<file path="config.mk">
export PLATFORM = sky130hd
export DESIGN_NAME = vga_raster_gen
export DESIGN_NICKNAME = d
export VERILOG_FILES = /design/src/rtl/vga_timing_pkg.sv /design/src/rtl/pixel_enable_div.sv /design/src/rtl/vga_raster_gen.sv
export SDC_FILE = /design/constraint.sdc
export NUM_CORES = 1
export LEC_CHECK = 0
export ABC_AREA = 1
export CAP_MARGIN = 20
export CORE_MARGIN = 5
export CORE_UTILIZATION = 35
export DETAILED_ROUTE_END_ITERATION = 6
export PLACE_DENSITY = 0.58
export SYNTH_ARGS = -nofsm -noshare
export SYNTH_HDL_FRONTEND = slang
export SYNTH_SLANG_ARGS = --single-unit
</file>
<file path="constraint.sdc">
create_clock -name clck -period 2.2 [get_ports clck]
set_input_delay 0.55 -clock clck [delete_from_list [all_inputs] [get_ports clck]]
set_output_delay 0.55 -clock clck [all_outputs]
set_load 0.01 [all_outputs]
</file>
<file path="src/rtl/vga_timing_pkg.sv">
// VGA 640x480@60 timing constants, coordinate types and small helpers shared by
// the raster generator and downstream pixel-rate stages.
package vga_timing_pkg;

  localparam int COORD_W   = 10;
  localparam int MAX_TOTAL = 1 << COORD_W;

  localparam int H_ACTIVE = 640;
  localparam int H_FP     = 16;
  localparam int H_SYNC   = 96;
  localparam int H_BP     = 48;
  localparam int H_TOTAL  = H_ACTIVE + H_FP + H_SYNC + H_BP;

  localparam int V_ACTIVE = 480;
  localparam int V_FP     = 10;
  localparam int V_SYNC   = 2;
  localparam int V_BP     = 33;
  localparam int V_TOTAL  = V_ACTIVE + V_FP + V_SYNC + V_BP;

  localparam int H_SYNC_START = H_ACTIVE + H_FP;
  localparam int H_SYNC_END   = H_SYNC_START + H_SYNC - 1;
  localparam int V_SYNC_START = V_ACTIVE + V_FP;
  localparam int V_SYNC_END   = V_SYNC_START + V_SYNC - 1;

  typedef logic [COORD_W-1:0] coord_t;

  typedef struct packed {
    coord_t x;
    coord_t y;
    logic   hsync;
    logic   vsync;
    logic   video_on;
  } raster_t;

  // Idle raster: origin, both syncs deasserted (high), blanked.
  localparam raster_t RASTER_RST = '{x: '0, y: '0, hsync: 1'b1, vsync: 1'b1, video_on: 1'b0};

  function automatic logic in_span(input coord_t v, input coord_t lo, input coord_t hi);
    return (v >= lo) && (v <= hi);
  endfunction

endpackage

</file>
<file path="src/rtl/pixel_enable_div.sv">
// Divides the board clock down to a one-clock pixel-rate enable (every CLK_DIV clocks).
// Free-running, no backpressure; enable is combinational from the divider count.
module pixel_enable_div #(
  parameter int CLK_DIV = 2
) (
  input  logic clck,
  input  logic reset,
  output logic pix_en
);
  import vga_timing_pkg::*;

  if (CLK_DIV < 1 || CLK_DIV > 15) begin : g_bad_div
    $error("pixel_enable_div: CLK_DIV must be in 1..15");
  end

  localparam logic [3:0] DIV_LAST = 4'(CLK_DIV - 1);

  logic [3:0] div_q;
  logic [3:0] div_d;

  assign pix_en = (div_q == DIV_LAST);

  always_comb begin
    div_d = div_q + 4'd1;
    if (pix_en) begin
      div_d = '0;
    end
  end

  always_ff @(posedge clck or posedge reset) begin
    if (reset) begin
      div_q <= '0;
    end else begin
      div_q <= div_d;
    end
  end

endmodule

</file>
<file path="src/rtl/vga_raster_gen.sv">
// VGA raster timing: h/v counters feed a registered output stage (coords, syncs, video_on).
// Outputs lag the counters by one pixel enable and hold between enables; no backpressure.
module vga_raster_gen #(
  parameter int CLK_DIV  = 2,
  parameter int H_ACTIVE = vga_timing_pkg::H_ACTIVE,
  parameter int H_FP     = vga_timing_pkg::H_FP,
  parameter int H_SYNC   = vga_timing_pkg::H_SYNC,
  parameter int H_BP     = vga_timing_pkg::H_BP,
  parameter int V_ACTIVE = vga_timing_pkg::V_ACTIVE,
  parameter int V_FP     = vga_timing_pkg::V_FP,
  parameter int V_SYNC   = vga_timing_pkg::V_SYNC,
  parameter int V_BP     = vga_timing_pkg::V_BP
) (
  input  logic       clck,
  input  logic       reset,
  output logic [9:0] x_coords,
  output logic [9:0] y_coords,
  output logic       hsync,
  output logic       vsync,
  output logic       video_on,
  output logic       pix_tick,
  output logic       frame_start,
  output logic [7:0] frame_count
);
  import vga_timing_pkg::*;

  localparam int H_TOT = H_ACTIVE + H_FP + H_SYNC + H_BP;
  localparam int V_TOT = V_ACTIVE + V_FP + V_SYNC + V_BP;

  if (H_TOT > MAX_TOTAL || V_TOT > MAX_TOTAL) begin : g_bad_total
    $error("vga_raster_gen: line or frame total exceeds coordinate range");
  end

  localparam coord_t H_LAST   = coord_t'(H_TOT - 1);
  localparam coord_t V_LAST   = coord_t'(V_TOT - 1);
  localparam coord_t H_VIS    = coord_t'(H_ACTIVE);
  localparam coord_t V_VIS    = coord_t'(V_ACTIVE);
  localparam coord_t HS_FIRST = coord_t'(H_ACTIVE + H_FP);
  localparam coord_t HS_LAST  = coord_t'(H_ACTIVE + H_FP + H_SYNC - 1);
  localparam coord_t VS_FIRST = coord_t'(V_ACTIVE + V_FP);
  localparam coord_t VS_LAST  = coord_t'(V_ACTIVE + V_FP + V_SYNC - 1);

  logic pix_en;

  pixel_enable_div #(
    .CLK_DIV(CLK_DIV)
  ) u_div (
    .clck  (clck),
    .reset (reset),
    .pix_en(pix_en)
  );

  coord_t     h_q, h_d;
  coord_t     v_q, v_d;
  raster_t    ras_q, ras_d;
  logic       pix_tick_q, pix_tick_d;
  logic       frame_start_q, frame_start_d;
  logic       first_done_q, first_done_d;
  logic [7:0] frame_count_q, frame_count_d;

  // Stage 0: free-running position counters.
  always_comb begin
    h_d = h_q;
    v_d = v_q;
    if (pix_en) begin
      if (h_q == H_LAST) begin
        h_d = '0;
        v_d = (v_q == V_LAST) ? '0 : v_q + coord_t'(1);
      end else begin
        h_d = h_q + coord_t'(1);
      end
    end
  end

  // Stage 1: every pin-facing signal is decoded from the same counter snapshot.
  always_comb begin
    ras_d         = ras_q;
    pix_tick_d    = pix_en;
    frame_start_d = pix_en && (h_q == '0) && (v_q == '0);
    first_done_d  = first_done_q | frame_start_d;
    frame_count_d = frame_count_q;
    if (pix_en) begin
      ras_d.x        = h_q;
      ras_d.y        = v_q;
      ras_d.hsync    = !in_span(h_q, HS_FIRST, HS_LAST);
      ras_d.vsync    = !in_span(v_q, VS_FIRST, VS_LAST);
      ras_d.video_on = (h_q < H_VIS) && (v_q < V_VIS);
    end
    // The origin load straight after reset opens frame 0; only later origins close a frame.
    if (frame_start_d && first_done_q) begin
      frame_count_d = frame_count_q + 8'd1;
    end
  end

  always_ff @(posedge clck or posedge reset) begin
    if (reset) begin
      h_q           <= '0;
      v_q           <= '0;
      ras_q         <= RASTER_RST;
      pix_tick_q    <= 1'b0;
      frame_start_q <= 1'b0;
      first_done_q  <= 1'b0;
      frame_count_q <= '0;
    end else begin
      h_q           <= h_d;
      v_q           <= v_d;
      ras_q         <= ras_d;
      pix_tick_q    <= pix_tick_d;
      frame_start_q <= frame_start_d;
      first_done_q  <= first_done_d;
      frame_count_q <= frame_count_d;
    end
  end

  assign x_coords    = ras_q.x;
  assign y_coords    = ras_q.y;
  assign hsync       = ras_q.hsync;
  assign vsync       = ras_q.vsync;
  assign video_on    = ras_q.video_on;
  assign pix_tick    = pix_tick_q;
  assign frame_start = frame_start_q;
  assign frame_count = frame_count_q;

endmodule

</file>
-- Word-level counts from Yosys, hierarchy flattened
Cells that the tools add are included.
- mux-type cells: 3
- order comparisons: 6
- bitwise gates (word level): 1
- equality and inequality tests: 3
- reduce and logical (&&, ||, !) cells: 11
- $add $sub $neg: 4
- operators by type and width (cell ; count):
    $add 10x1->10 const B ; 2
    $eq 10x10->1 const B ; 2
    $logic_not 10->1 ; 2
    $mux 10 ; 2
    $ge 10x10->1 const B ; 1
    $ge 10x9->1 const B ; 1
    $le 10x10->1 const B ; 1
    $le 10x9->1 const B ; 1
    $lt 10x10->1 const B ; 1
    $lt 10x9->1 const B ; 1
    $add 8x1->8 const B ; 1
    $logic_and 1x1->1 ; 6
    $add 4x1->4 const B ; 1
    $eq 4x1->1 const B ; 1
    $mux 4 ; 1
    $logic_not 1->1 ; 2
    $reduce_and 2->1 ; 1
    $or 1x1->1 ; 1
- input port bits: 2
- output and inout port bits: 33
- bits in registers: 58

-- Depth between registers and ports, before layout
Gate-level depths: netlist (run 1).
- depth in word-level cells: 4
- mapped depth: 9
- mapped depth without buffers: 9

-- Cells and area by module
Synthesis (run 1) repeated with hierarchy kept, for this count alone.
- cells, all modules: 361
- area, all modules: 2921.6 um2
- modules (own cells, without submodules) (module ; cells each ; sequential area each (um2) ; times used ; area an instance (um2)):
    vga_raster_gen ; 339 ; 1353.8 ; 1 ; 2742.6
    pixel_enable_div ; 22 ; 100.1 ; 1 ; 178.9

-- Least setup slack after synthesis (run 1)
OpenSTA, ideal clock, no wires.
- kind: register to register
- start point: register h_q[0]
- end point: register v_q[0]
- path slack: 0.792 ns
- arrival: 1.334 ns
- stages on the path, launching flop included: 9
- clock period less this slack: 1.408 ns
- path buffers: 1
- path through: dfrtp_1 -> ha_1 -> inv_1 -> nor2_8 -> nand4_4 -> nor2_4 -> buf_6 -> nand3_1 -> o21ai_2
- cells in the longest elaborated chain, start to end: 2
- ends and longest elaborated chain (element ; RTL line ; text):
    start, declared ; vga_raster_gen.sv:53 ; coord_t h_q, h_d;
    start signal, assigned ; vga_raster_gen.sv:97 ; h_q <= '0;
    start signal, assigned ; vga_raster_gen.sv:105 ; h_q <= h_d;
    $eq 10x10->1 ; vga_raster_gen.sv:66 ; if (h_q == H_LAST) begin
    $reduce_and 2->1 (no line) ; n/a ;
    end signal, assigned ; vga_raster_gen.sv:106 ; v_q <= v_d;
    end, declared ; vga_raster_gen.sv:54 ; coord_t v_q, v_d;
No other way between the ends.
A chain may end at the register's enable or synchronous reset.

-- Worst setup path in the final report (run 1)
- start point: register ras_q, in the netlist vsync
- end point: output port vsync
- RTL lines (element ; RTL line ; text):
    start, declared ; vga_raster_gen.sv:55 ; raster_t ras_q, ras_d;
    start signal, assigned ; vga_raster_gen.sv:107 ; ras_q <= ras_d;
    end, declared ; vga_raster_gen.sv:19 ; output logic vsync,
No word-level cell between the ends.

==> results.cfg, run 1 <==
[status]
status = complete, no violations

[finish]
area_growth_pct = 22.6
drive_above_1_share_pct = 8.87
num_antenna_cells = 0
fin_nets = 420
final_util_pct = 44.4
fill_cells = 849

[logic_synthesis]
avgSynthCellArea_sq_um = 8.06
yosys.area.top_type = dfrtp_1
synth-async-reset-ratio_pct = 100
synth_top_area_share_pct = 46.6
ys_seq_area_share_pct = 48.4
synth-main-ff-cell = dfrtp_1
synth_top_cells_by_area = dfrtp_1 (47%), nand2_1 (12%), nor2_1 (5.9%)
synth_warnings = 0
netlist_area_sq_um = 3010
syn-num-nets = 381
synthesis.instances = 373
ys_seq_elements = 58
synth-edff-count = 0
synth_most_common_cell = nand2_1
synthTopCellsByCount = nand2_1 (95), dfrtp_1 (56), nor2_1 (47)
synth.distinct_cells = 33

[clock_tree]
cts_tree = built
postCtsHoldBufs = 0
htree_levels = 3
cts_made_buffers = 9
insertion_delay_ns = 0.34
post_cts_resized = 0
post_cts_buffers = 0
clkSinkCount = 58
root_buffer = clkbuf_8
clk_pin_slew_ns = 0.07
clk_path_buf_depth = 2

[place]
gp_congestion = 0.923
io_buffers = 34
hpwl_microns = 5140
dp_slack_ns = 0.451

[sta]
tightest_slew_ns = 0.414
fmax_mhz = 509
setup-tns-final_ns = 0
grt_setup_unrepaired = false
layout_setup_ws_ns = 0.236
setup_viol = 0
hold_viol = 0
period_share_pct = 89.3
final.min_clock_period_ns = 1.96
relSlewSlack_pct = 72.3
skew_ns = 0.00687
slew_violations = 0

[die]
initial_core_util_pct = 36.2
rows = 33
dieArea_sq_um = 10500
io_pins = 35
die_w_microns = 103
die_h_microns = 103
core-area_sq_um = 8300

[global_routing]
grt_pass1_vias = 2435
grt_pass1_wl_microns = 12000
grt_overflow = 0
antenna_found_initial = 0
grtUsageTotal_pct = 14.6
grt_max_degree = 33

[detailed_routing]
routed_via_density = 4.82
num_vias = 2518
wire_per_inst_microns = 13.2
drc_errors = 0
wl_microns = 6900
ant_nets = 0
drtIter0Drc = 128
firstDrtPassIters = 4

[min_path]
hp-class = reg2reg
hold_depth = 2

[critical_path]
slowest_delay_ns = 0.54
cp_slowest_cell = dfstp_2
cp_num_buf_inv = 1
worstPathRequired_ns = 1.65
crit_path_cell_trace = clkdlybuf4s50_1
crit_fanout = 2
worstSetupStartpointType = flip-flop
cp-end-kind = output pin
worstPathArrival_ns = 1.41
path_class = reg2out
cp_num_cells = 1
worst_r2r_path_depth = 8
crit_family = flip-flops

[power]
finalPower_mw = 2.18
powerDensity_nw_per_um2 = 591
ir_drop_mv = 0.364
power_leakage_nw = 1.74

[flow_run]
cap_viol_max_count = 0
## final timing paths
kind,startpoint,endpoint,slack (ns)
setup reg to reg,h_q[0]$_DFFE_PP0P_,v_q[4]$_DFFE_PP0P_,0.43
min in group asynchronous,reset,y_coords[2]$_DFFE_PP0P_,0.52
max in group asynchronous,reset,hsync$_DFFE_PP1P_,1.16
setup / recovery,vsync$_DFFE_PP1P_,vsync,0.24
hold reg to reg,x_coords[0]$_DFFE_PP0P_,x_coords[0]$_DFFE_PP0P_,0.48
hold / removal,x_coords[0]$_DFFE_PP0P_,x_coords[0]$_DFFE_PP0P_,0.48
## cells by family (layout without fill, tap and decap cells)
group / after synthesis / count (layout) / share of synthesized area (%)
simple gates: 206 / 206 / 30.9
fa+ha+maj: 6 / 6 / 2.50
buf+inv: 50 / 94 / 7.12
xor+xnor: 14 / 14 / 4.08
compound gates: 39 / 39 / 7.04
flops: 58 / 58 / 48.4
## power by group
part	switching (mW)	internal, mW	leakage (nW)
logic	0.0217	0.00876	0.862
clock network	0.442	0.637	0.113
registers	0	1.07	0.761
total	0.464	1.71	1.74
## sequential cells by signal (all words and copies together) (netlist names)
name / count
h_q: 10
v_q: 10
x_coords: 10
y_coords: 10
frame_count: 8
u_div.div_q: 4
first_done_q: 1
frame_start: 1
hsync: 1
pix_tick: 1
video_on: 1
vsync: 1
## tightest hold or removal path, stage by stage, from the launching register on
cell and delay [ns]:
dfrtp_1 0.35, nand2_1 0.05, nand2_1 0.05
## area by class of cell
class / instances / area, sq um / share of cell area [%]
sequential: 58 / 1450 / 39.5
multi-input combinational: 265 / 1340 / 36.3
timing repair buffer: 38 / 395 / 10.7
inverter: 40 / 150 / 4.07
tap: 105 / 131 / 3.57
clock buffer: 9 / 124 / 3.36
clock inverter: 7 / 92.6 / 2.51
## routing by layer
metal  routed length (microns)  GRT usage (%)
met1                      3330           19.7
met2                      3100           22.4
met3                       345           4.26
met4                       123           5.05
met5                         0              0
## stage by stage
| step | area (sq um) | std cells | hold WS (ns) |
|---|---|---|---|
| finish | 3680 | 522 | 0.484 |
| global route | 3680 | 522 | 0.510 |
| CTS | 3680 | 522 | 0.488 |
| detailed placement | 3470 | 506 | 0.472 |
| global placement | 3470 | 506 | 0.466 |
| floorplan | 3010 | 373 | 0.444 |
## placed cells by master, fill, tap and decap left out, types with 3 or more instances in the layout
cell and n:
a31oi_1 3, clkbuf_8 9, clkdlybuf4s50_1 34, clkinv_2 3, dfrtp_1 56, ha_1 6
inv_1 37, inv_2 3, nand2_1 95, nand2_2 3, nand3_1 35, nand4_1 10
nor2_1 47, nor2_4 3, nor3_1 6, o21ai_0 28, xnor2_1 4, xor2_1 10
(Power assumes the default switching activity.)
==> inputs of run 2 (changes only) <==
==> constraint.sdc (replaced) <==
create_clock -name clck -period 2.2 [get_ports clck]
set_input_delay 0.33 -clock clck [delete_from_list [all_inputs] [get_ports clck]]
set_output_delay 0.33 -clock clck [all_outputs]
set_load 0.01 [all_outputs]
==> run 2 against run 1 <==
Clock power is 6% lower; maximum frequency is 12% higher; non-clock buffer count decreased by 1; combinational power shrank 14%; clock skew increased by 0.0087 ns; critical endpoint is now v_q[2]$_DFFE_PP0P_.
==> results.cfg, run 2 (synthesis results as in run 1) <==
[status]
status = complete, no violations

[detailed_routing]
drtIter0Drc = 114
wire_per_inst_microns = 13.3
drc_errors = 0
firstDrtPassIters = 4
wl_met2_microns = 3220
met1_length_microns = 3380
ant_nets = 0
wl_microns = 6950
routed_via_density = 4.76
routed-wl-met3_microns = 274
top_layer = met4
num_vias = 2481

[critical_path]
worstSetupStartpointType = flip-flop
worstPathRequired_ns = 2.42
reg2reg_to = v_q[2]$_DFFE_PP0P_
reg2reg_slack_ns = 0.44
crit_path_cell_trace = ha_1, inv_1, nor2_8, nand4_4, nor2_4, inv_1, nand2_1, o21ai_1
cp-end-kind = flip-flop
path_class = reg2reg
crit_top_cell = inv_1
worst_r2r_path_depth = 8
cp_slowest_cell = dfrtp_1
slowest_delay_ns = 0.44
r2r_start = h_q[0]$_DFFE_PP0P_
worstPathArrival_ns = 1.98
crit_fanout = 14

[finish]
final_util_pct = 43.9
area_growth_pct = 21.3
drive_above_1_share_pct = 7.93
final_common_cell = nand2_1
fin_nets = 419
fin_area_sq_um = 3650
most-common-layout-cells = nand2_1 (95), dfrtp_1 (56), nor2_1 (47), inv_1 (37), nand3_1 (35)
num_antenna_cells = 0
stdcell_count = 521

[sta]
tightest_slew_ns = 0.358
relSlewSlack_pct = 76.1
grt_setup_unrepaired = false
hold_viol = 0
skew_ns = 0.0156
fmax_mhz = 569
final.min_clock_period_ns = 1.76
period_share_pct = 79.9
whs_ns = 0.343
setup_viol = 0
slew_violations = 0
layout_setup_ws_ns = 0.442
setup-tns-final_ns = 0

[die]
die_h_microns = 103
dieArea_sq_um = 10500
rows = 33
initial_core_util_pct = 36.2
core-area_sq_um = 8300
io_pins = 35
die_w_microns = 103

[clock_tree]
post_cts_buffers = 0
cts_made_buffers = 9
cts_tree = built
clk_path_buf_depth = 2
post_cts_resized = 0
clk_pin_slew_ns = 0.07
htree_levels = 3
clkSinkCount = 58
insertion_delay_ns = 0.35
postCtsHoldBufs = 0
root_buffer = clkbuf_8

[power]
power_leakage_nw = 1.71
power.internal_mw = 1.66
finalPower_mw = 2.10
powerDensity_nw_per_um2 = 575
ir_drop_mv = 0.343
switching_share_pct = 21.0
seqPwrFrac_pct = 50.8
p_comb_share_pct = 1.3
clockPowerShare_pct = 47.9
p_sw_mw = 0.441

[place]
dp_slack_ns = 0.468
hpwl_microns = 4930
io_buffers = 34
gp_congestion = 0.904
placed_cell_area_sq_um = 3450
dp_cells = 505

[global_routing]
grt_pass1_wl_microns = 12300
grtUsageTotal_pct = 15.1
grt_max_degree = 59
antenna_found_initial = 0
grt_overflow = 0
grt_pass1_vias = 2539

[min_path]
hp-class = in2async

[flow_run]
cap_viol_max_count = 0
==> run 2: worst max-delay path: cells and delay by family, from the launching register on <==
| family | cells | cell delay [ns] |
|---|---|---|
| adder cells (fa/ha/maj) | 1 | 0.17 |
| flip-flops | 1 | 0.44 |
| AND/OR/NAND/NOR | 4 | 0.71 |
| buffers and inverters | 2 | 0.24 |
| AO/OA/AOI/OAI | 1 | 0.06 |
==> run 2: power groups by stage <==
| stage | clock network, mW | registers (mW) | logic, mW |
|---|---|---|---|
| after floorplan | 0 | 1.09 | 0.0155 |
| after global placement | 0 | 1.09 | 0.0283 |
| after detailed placement | 0 | 1.09 | 0.0289 |
| after CTS | 1.03 | 1.07 | 0.0284 |
| after global routing | 1.08 | 1.07 | 0.0318 |
| final | 1.01 | 1.07 | 0.0263 |
==> run 2: cell type report <==
cell class	count	area, sq um
inverters	40	150
clock buffers	14	163
multi-input cells	265	1340
clock inverters	2	35.0
well taps	105	131
repair buffers	37	375
fillers	847	4650
flip-flops and latches	58	1450
==> run 2: how the worst max path moves through the flow <==
stage                       startpoint                     end  slack (ns)  depth (start not counted)
CTS                  vsync$_DFFE_PP1P_                   vsync        0.44                          1
floorplan                        reset  first_done_q$_DFF_PP0_        0.45                          1
global placement    h_q[0]$_DFFE_PP0P_      v_q[9]$_DFFE_PP0P_        0.51                          8
finish              h_q[0]$_DFFE_PP0P_      v_q[2]$_DFFE_PP0P_        0.44                          8
global route        h_q[0]$_DFFE_PP0P_      v_q[4]$_DFFE_PP0P_        0.27                          8
detailed placement  h_q[0]$_DFFE_PP0P_      v_q[4]$_DFFE_PP0P_        0.47                          8
==> run 2: per-layer routing <==
metal  vias to the layer above  global-route usage, %
met3                         7                   4.53
li1                       1269                      -
met4                         0                   4.94
met5                         -                      0
met1                      1159                   20.0
met2                        46                   23.6
